`src/rtl/instr_fetch_unit.sv`:
```
`timescale 1ns/1ps
`default_nettype none
// ============================================================================
// Module   : instr_fetch_unit
// Purpose  : Instruction fetch stage for the 4-bit core. Holds the fetch PC,
//            fetches 12-bit words from program flash over a req/ack handshake,
//            buffers them as {pc, word} and presents the head of the buffer
//            to the decoder with a valid/ready handshake. Jump redirects
//            flush the buffer and discard any stale in-flight word.
// Config   : IFU_PREFETCH_EN defined   -> 2-entry buffer, prefetch while the
//                                         core stalls.
//            IFU_PREFETCH_EN undefined -> 1-entry buffer, next fetch only
//                                         once the head retires.
// Ports    : clk, rst                    clock / sync active-high reset
//            flash_req, flash_addr       fetch request and address (out)
//            flash_ack, flash_data       flash response strobe and word (in)
//            instruction_bus, instr_valid,
//            pc_out                      head instruction to the core (out)
//            instr_ready                 core accepts head instruction (in)
//            jmp_en, jmp_target          redirect strobe and address (in)
// Revision : 1.0  initial release
// ============================================================================
module instr_fetch_unit #(
    parameter int              PC_W     = 8,
    parameter int              INSTR_W  = 12,
    parameter logic [PC_W-1:0] RESET_PC = '0
) (
    input  logic               clk,
    input  logic               rst,
    output logic               flash_req,
    output logic [PC_W-1:0]    flash_addr,
    input  logic               flash_ack,
    input  logic [INSTR_W-1:0] flash_data,
    output logic [INSTR_W-1:0] instruction_bus,
    output logic               instr_valid,
    input  logic               instr_ready,
    output logic [PC_W-1:0]    pc_out,
    input  logic               jmp_en,
    input  logic [PC_W-1:0]    jmp_target
);

`ifdef IFU_PREFETCH_EN
    localparam int c_DEPTH = 2;
`else
    localparam int c_DEPTH = 1;
`endif

    localparam logic [1:0] c_DEPTH_CNT = 2'(c_DEPTH);
    localparam logic [PC_W-1:0] c_PC_ONE = {{(PC_W-1){1'b0}}, 1'b1};

    // FSM encoding
    localparam logic [1:0] c_ST_IDLE  = 2'd0;
    localparam logic [1:0] c_ST_FETCH = 2'd1;
    localparam logic [1:0] c_ST_DRAIN = 2'd2;

    // ------------------------------------------------------------------
    // State
    // ------------------------------------------------------------------
    logic [1:0]         r_state;
    logic [PC_W-1:0]    r_addr;     // address of current / next fetch
    logic [PC_W-1:0]    r_jmp_pc;   // redirect target held while draining
    logic [1:0]         r_count;    // buffered words
    logic [PC_W-1:0]    r_pc   [c_DEPTH];
    logic [INSTR_W-1:0] r_word [c_DEPTH];

    logic [1:0]         w_state_nxt;
    logic [PC_W-1:0]    w_addr_nxt;
    logic [PC_W-1:0]    w_jmp_pc_nxt;
    logic [1:0]         w_count_nxt;
    logic               w_pop;
    logic               w_ack;
    logic               w_push;
    logic [1:0]         w_after_pop;

    // ------------------------------------------------------------------
    // Buffer bookkeeping
    // ------------------------------------------------------------------
    assign w_pop       = (r_count != 2'd0) & instr_ready;
    // An ack only means something while a request is actually out.
    assign w_ack       = flash_ack & (r_state != c_ST_IDLE);
    assign w_after_pop = r_count - {1'b0, w_pop};
    // Words acked during DRAIN, or in the same cycle as a jump, are stale.
    assign w_push      = w_ack & (r_state == c_ST_FETCH) & ~jmp_en &
                         (w_after_pop < c_DEPTH_CNT);
    // A jump flushes everything, including a head retiring this cycle.
    assign w_count_nxt = jmp_en ? 2'd0 : (w_after_pop + {1'b0, w_push});

    // ------------------------------------------------------------------
    // Next-state logic
    // ------------------------------------------------------------------
    always_comb begin
        w_state_nxt  = r_state;
        w_addr_nxt   = r_addr;
        w_jmp_pc_nxt = r_jmp_pc;

        case (r_state)
            c_ST_IDLE: begin
                if (jmp_en) begin
                    w_addr_nxt = jmp_target;
                end
                // A free slot (also after a flush) restarts fetching.
                if (w_count_nxt < c_DEPTH_CNT) begin
                    w_state_nxt = c_ST_FETCH;
                end
            end

            c_ST_FETCH: begin
                if (w_ack) begin
                    if (jmp_en) begin
                        w_addr_nxt  = jmp_target;
                        w_state_nxt = c_ST_FETCH;
                    end else begin
                        w_addr_nxt  = r_addr + c_PC_ONE;
                        // The next request occupies a slot, so only keep
                        // fetching if the buffer still has room for it.
                        w_state_nxt = (w_count_nxt < c_DEPTH_CNT) ?
                                      c_ST_FETCH : c_ST_IDLE;
                    end
                end else if (jmp_en) begin
                    // Request must complete at the old address; its word
                    // is thrown away.
                    w_jmp_pc_nxt = jmp_target;
                    w_state_nxt  = c_ST_DRAIN;
                end
            end

            c_ST_DRAIN: begin
                if (jmp_en) begin
                    w_jmp_pc_nxt = jmp_target;
                end
                if (w_ack) begin
                    w_addr_nxt  = jmp_en ? jmp_target : r_jmp_pc;
                    w_state_nxt = c_ST_FETCH;
                end
            end

            default: begin
                w_state_nxt = c_ST_IDLE;
            end
        endcase
    end

    always_ff @(posedge clk) begin
        if (rst) begin
            r_state  <= c_ST_IDLE;
            r_addr   <= RESET_PC;
            r_jmp_pc <= RESET_PC;
            r_count  <= 2'd0;
        end else begin
            r_state  <= w_state_nxt;
            r_addr   <= w_addr_nxt;
            r_jmp_pc <= w_jmp_pc_nxt;
            r_count  <= w_count_nxt;
        end
    end

    // ------------------------------------------------------------------
    // Buffer storage: slot 0 is the head; a pop shifts the rest down and
    // the new word lands just after the surviving entries.
    // ------------------------------------------------------------------
    genvar gi;
    generate
        for (gi = 0; gi < c_DEPTH; gi++) begin : g_slot
            if (gi < c_DEPTH - 1) begin : g_shift
                always_ff @(posedge clk) begin
                    if (rst) begin
                        r_pc[gi]   <= RESET_PC;
                        r_word[gi] <= '0;
                    end else begin
                        if (w_pop) begin
                            r_pc[gi]   <= r_pc[gi+1];
                            r_word[gi] <= r_word[gi+1];
                        end
                        if (w_push && (w_after_pop == 2'(gi))) begin
                            r_pc[gi]   <= r_addr;
                            r_word[gi] <= flash_data;
                        end
                    end
                end
            end else begin : g_last
                always_ff @(posedge clk) begin
                    if (rst) begin
                        r_pc[gi]   <= RESET_PC;
                        r_word[gi] <= '0;
                    end else if (w_push && (w_after_pop == 2'(gi))) begin
                        r_pc[gi]   <= r_addr;
                        r_word[gi] <= flash_data;
                    end
                end
            end
        end
    endgenerate

    // ------------------------------------------------------------------
    // Outputs
    // ------------------------------------------------------------------
    assign flash_req       = (r_state != c_ST_IDLE);
    assign flash_addr      = r_addr;
    assign instr_valid     = (r_count != 2'd0);
    assign instruction_bus = instr_valid ? r_word[0] : '0;
    assign pc_out          = r_pc[0];

endmodule
`default_nettype wire

```
`config.mk`:
```
export PLATFORM = sky130hd
export DESIGN_NAME = instr_fetch_unit
export DESIGN_NICKNAME = d
export VERILOG_FILES = /design/src/rtl/instr_fetch_unit.sv
export SDC_FILE = /design/constraint.sdc
export NUM_CORES = 1
export LEC_CHECK = 0
export ABC_CLOCK_PERIOD_IN_PS = 8000
export CORE_ASPECT_RATIO = 0.5
export CORE_MARGIN = 10
export CORE_UTILIZATION = 46
export CTS_CLUSTER_SIZE = 12
export DETAILED_ROUTE_END_ITERATION = 10
export DONT_BUFFER_PORTS = 1
export GPL_ROUTABILITY_DRIVEN = 0
export PLACE_DENSITY = 0.62
export SKIP_LAST_GASP = 1
export SYNTH_ARGS = -nofsm -noshare
export SYNTH_HDL_FRONTEND = slang
export SYNTH_SLANG_ARGS = --single-unit
```
`constraint.sdc`:
```
create_clock -name clk -period 8 [get_ports clk]
set_input_delay 1.6 -clock clk [delete_from_list [all_inputs] [get_ports clk]]
set_output_delay 1.6 -clock clk [all_outputs]
set_load 0.005 [all_outputs]
```
# == Yosys cells after proc, flatten, opt, wreduce, memory -nomap -nowiden ==
# Memory sizes are Yosys's and may differ from the RTL's.
# Cells that the tools add are included.
# totals
n_memories,2
register_bits,20
out_inout_bits,30
mem_bits_rw,20
input_bits,25
word_cells,63
# op_classes
eq_ne,8
reduce_logical,12
add_sub_neg,3
n_mux,26
bitwise_logic,6
n_lt_le_gt_ge,2
# memory_table
memory,depth,width,read_ports,rd_clocked_by_memory_dff,write_ports,line,text
r_word,1,12,1,0,1,64,logic [INSTR_W-1:0] r_word [c_DEPTH];
r_pc,1,8,1,0,1,63,logic [PC_W-1:0] r_pc [c_DEPTH];
# op_table
operator,count
2-to-1 mux 8 bit,7
2-to-1 mux 12 bit,2
case mux 8 bit (3 select lines),1
case mux 8 bit (2 select lines),1
OR reduction 12 bit,1
2-to-1 mux 2 bit,5
!= test 2 bit (second input constant),5
2-to-1 mux 1 bit,9
adder 8 x 1 -> 8 bit (second input constant),1
OR reduction 8 bit,1
case mux 2 bit (3 select lines),1
nonzero test 2 bit,3
AND 1 bit,5
zero test 2 bit,2
less-than comparator 2 x 1 -> 1 bit (second input constant),2
AND reduction 4 bit,1
!= test 3 bit (second input constant),1
AND reduction 3 bit,1
nonzero test 3 bit,1
adder 2 x 1 -> 2 bit,1
== test 2 x 1 -> 1 bit (second input constant),1
== test 2 bit (second input constant),1
AND reduction 2 bit,1
subtractor 2 x 1 -> 2 bit,1
2 further kinds,2

# == Logic depth before layout (Yosys ltp) ==
# logic_depth
depth_word,12
mapped_depth,12
ltp_nobuf,11

# == Worst setup path after synthesis ==
# OpenSTA, ideal clock, no wires.
# synth_timing
kind,input to register
startpoint,input port instr_ready
endpoint,"memory r_pc[0][0], enable pin"
slack_ps,3799
required_ps,7575
setup_time_ps,425
stages,5
arrival_ps,3776
path_cell_list,nor2b_1 -> ha_1 -> xnor2_1 -> nand3_4 -> o21ai_0
# synth_between
elab_chain_cells,10
elab_cells_between_ends,11
classes_between,add/sub (1); order compare (1); mux (4); bitwise (2); reduce/logical (3)
# synth_lines
element,line,text
"start, declared",36,"input logic instr_ready,"
AND 1 bit *,78,assign w_pop = (r_count != 2'd0) & instr_ready;
subtractor 2 x 1 -> 2 bit *,81,"assign w_after_pop = r_count - {1'b0, w_pop};"
less-than comparator 2 x 1 -> 1 bit,84,(w_after_pop < c_DEPTH_CNT);
AND 1 bit,83,assign w_push = w_ack & (r_state == c_ST_FETCH) & ~jmp_en &
logical AND 1 bit *,185,end else if (w_push && (w_after_pop == 2'(gi))) begin
2-to-1 mux 1 bit *,185,
2-to-1 mux 1 bit *,182,if (rst) begin
2-to-1 mux 1 bit (implied by the code) *,186,r_pc[gi] <= r_addr;
OR reduction 8 bit (no line),n/a,
2-to-1 mux 1 bit (no line) *,n/a,
"end, declared",63,
# Mark *: on every way between the ends. The rest lies on a longest branch, timed or not.

# == Final worst setup path ==
# layout_timing
startpoint,input port instr_ready
endpoint,register r_state[1]
# layout_between
elab_chain_cells,9
# layout_lines
element,line,text
AND 1 bit *,78,
subtractor 2 x 1 -> 2 bit *,81,
less-than comparator 2 x 1 -> 1 bit,84,
AND 1 bit,83,
adder 2 x 1 -> 2 bit *,86,"assign w_count_nxt = jmp_en ? 2'd0 : (w_after_pop + {1'b0, w_push});"
2-to-1 mux 2 bit *,86,
less-than comparator 2 x 1 -> 1 bit *,102,if (w_count_nxt < c_DEPTH_CNT) begin
!= test 2 bit (no line) *,n/a,
AND reduction 3 bit (no line) *,n/a,
"end signal, assigned",145,r_state <= c_ST_IDLE;
"end signal, assigned",150,r_state <= w_state_nxt;
"end, declared",59,logic [1:0] r_state;
# Marks and branches as above.
# A chain may end at the register's enable or synchronous reset.

==> insert_results.sql <==
INSERT INTO impl_metrics (metric_group, metric, value, unit) VALUES
('pwr', 'power.clock.fraction', '0.230', ''),
('final_layout', 'post_layout_nonfiller_instances', '283', ''),
('cts', 'cts_hold_repair.buffers', '0', ''),
('synthesis', 'synth_cell_type_count', '50', ''),
('worst_setup_path', 'reg2reg_depth', '10', ''),
('cts', 'root_buffer', 'clkbuf_8', ''),
('final_layout', 'fillCellCount', '408', ''),
('die', 'design.core.area', '4490', 'um^2'),
('pwr', 'p_int', '0.459', 'mW'),
('cts', 'cts_tree', 'done', ''),
('final_layout', 'finish.instance_area', '2330', 'um^2'),
('die', 'die-area', '8080', 'um^2'),
('grt', 'grt_use_total', '0.125', ''),
('final_layout', 'fraction_of_layout_instances_using_a_drive_strength_above_1', '0.0922', ''),
('grt', 'grt_pass1_vias', '1497', ''),
('die', 'initial_core_util', '0.487', ''),
('timing', 'maxClockFrequency', '307', 'MHz'),
('synthesis', 'synthesized_area_per_cell', '9.94', 'um^2'),
('synthesis', 'ys.warnings.count', '0', ''),
('synthesis', 'ys.flop_type', 'edfxtp_1', ''),
('worst_setup_path', 'worst_path_most_repeated_cell', 'ha_1', ''),
('grt', 'grt_antenna_before_repair', '0', ''),
('timing', 'timing.final.setup_violations', '0', ''),
('worst_setup_path', 'critical-path-top-delay-family', 'simple AND/OR/NAND/NOR gates', ''),
('placement', 'dp_hpwl', '3780', 'um'),
('final_layout', 'layout_area_growth_over_synthesis', '6.58', '%'),
('pwr', 'share_seq_of_total_power', '0.411', ''),
('timing', 'final-hold-violation-count', '0', ''),
('cts', 'clock_slew_seen_by_the_registers_of_the_worst_setup_and_hold_paths', '0.08', 'ns'),
('timing', 'final.min_clock_period', '3.25', 'ns'),
('drt', 'drt_first_pass_iters', '6', ''),
('cts', 'htree_levels', '2', ''),
('cts', 'post-cts-setup-buffer-count', '0', ''),
('grt', 'grt_start_max_net_pins', '26', ''),
('cts', 'clk-insertion-delay-late', '0.29', 'ns'),
('cts', 'cts_num_sinks', '40', ''),
('worst_setup_path', 'timing.critical_path.arrival', '3.44', 'ns'),
('synthesis', 'synth_nets', '252', ''),
('pwr', 'leakage', '0.831', 'nW'),
('grt', 'overflow', '0', ''),
('die', 'die_width', '117', 'um'),
('pwr', 'power.density', '316', 'nW/um^2'),
('placement', 'placement.io_buffers', '0', ''),
('worst_setup_path', 'setup.worst_path.start_class', 'input pin', ''),
('timing', 'worst_pin_slew', '0.931', 'ns'),
('outcome', 'status', 'finished, final reports clean', ''),
('synthesis', 'synth_edf_count', '20', ''),
('placement', 'placed_area', '2210', 'um^2'),
('synthesis', 'synth_sequential_area_ratio', '0.458', ''),
('pwr', 'finalPower', '0.736', 'mW'),
('drt', 'num_vias', '1594', ''),
('timing', 'post-route-period-util', '0.407', ''),
('placement', 'dpl.cell_count', '275', ''),
('synthesis', 'synth_cells', '220', ''),
('timing', 'setup_repair_after_global_routing_missed_its_margin', 'false', ''),
('cts', 'deepest_clock_path_buffer_count', '2', ''),
('drt', 'vias_per_cell', '5.63', ''),
('synthesis', 'synthDominantCellAreaShare', '0.275', ''),
('synthesis', 'postSynthRegisterBits', '40', ''),
('final_layout', 'seqCellArea', '1000', 'um^2'),
('drt', 'postRouteWirelength', '5020', 'um'),
('worst_setup_path', 'critical_path.slowest_cell', 'o41ai_1', ''),
('worst_setup_path', 'critical_path_buf_inv_count', '0', ''),
('die', 'placement_rows', '17', ''),
('synthesis', 'synth_async_sr_flop_share', '0', ''),
('worst_setup_path', 'critPathMaxFanout', '5', ''),
('min_path', 'worst_hold_path_type', 'flip-flop to flip-flop', ''),
('flow_run', 'max-cap-violations', '0', ''),
('timing', 'maxSlewViolCount', '0', ''),
('min_path', 'hold_path_depth', '2', ''),
('timing', 'relSlewSlack', '0.379', '');
==> synth_stat cells, types with 3 or more instances <==
cell	instances
dfxtp_1	20
nor2_1	13
nor2b_1	16
and2_1	18
nor4_1	5
inv_1	15
nor3_1	6
a311oi_1	3
clkbuf_1	5
nand2_1	12
a21oi_1	13
o21ai_0	12
nand3_1	7
xnor2_1	4
a22oi_1	3
ha_1	7
edfxtp_1	20
==> through the flow <==
step / setup slack (ns) / hold WS, ns
detailed placement: 4.44 / 0.462
CTS: 4.74 / 0.474
floorplan: 3.80 / 0.450
finish: 4.75 / 0.473
global route: 4.59 / 0.508
global placement: 4.48 / 0.460
==> tightest hold or removal path, delay by kind of cell (launching register included) <==
kind            cells  cell delay (ns)
flops               1             0.31
compound gates      2             0.12
==> final cells by class <==
type | instances | area share
Clock inverter | 3 | 0.0204
Multi-Input combinational cell | 154 | 0.461
Sequential cell | 40 | 0.430
Inverter | 15 | 0.0242
Tap cell | 66 | 0.0354
Clock buffer | 5 | 0.0295
==> registers in the layout, summed over array words and instances, names as in the netlist <==
register and cells:
flash_addr 8, r_count 2, r_jmp_pc 8, r_pc 8, r_state 2, r_word 12
==> kinds of logic (layout without fill, tap and decap cells) <==
group / Yosys count / after routing / share of synthesized area
and+or+nand+nor: 86 / 86 / 0.229
AOI/OAI and AO/OA: 53 / 53 / 0.179
DFF: 40 / 40 / 0.458
buffers and inverters: 26 / 23 / 0.0527
adders and majority gates: 7 / 7 / 0.0401
xor gates and xnor gates: 5 / 5 / 0.0263
muxes: 3 / 3 / 0.0149
==> power groups by stage <==
stage | Sequential [mW] | Combinational [mW] | Clock (mW)
after floorplan | 0.291 | 0.222 | 0
after global routing | 0.309 | 0.293 | 0.182
after detailed placement | 0.309 | 0.260 | 0
final | 0.303 | 0.265 | 0.169
after CTS | 0.304 | 0.262 | 0.173
after global placement | 0.308 | 0.260 | 0
==> worst paths after layout <==
path / startpoint / end / slack, ns
worst min-delay path: r_jmp_pc[1] / r_jmp_pc[1] / 0.47
worst max-delay path: instr_ready / r_state[1] / 4.75
worst max register to register: r_count[1] / r_state[1] / 5.09
worst min register to register: r_jmp_pc[1] / r_jmp_pc[1] / 0.47
==> routing by layer <==
layer  track usage  wire, um  share of wire  up-vias
met1         0.166      2430           0.48      740
met5             0         0              0        -
met3        0.0543       480          0.096        2
li1              -         -              -      785
met4        0.0321        18         0.0036        0
met2         0.182      2100           0.42       67
==> cell usage in the layout, fill, tap and decap left out, drive strengths merged, types with 2 or more instances in the layout <==
cell type	n
clkbuf	5
nor2	14
edfxtp	20
o22ai	2
inv	15
nor3	7
and2	18
nand2	12
nor4	6
o21ai	13
o211a	2
nor2b	16
ha	7
a22oi	3
clkinv	2
nand3	8
a22o	2
a221o	2
a21oi	13
dfxtp	20
o41ai	2
xnor2	4
o21a	2
a311oi	3
mux2	2
No activity file was read; power rests on OpenSTA's default activity.
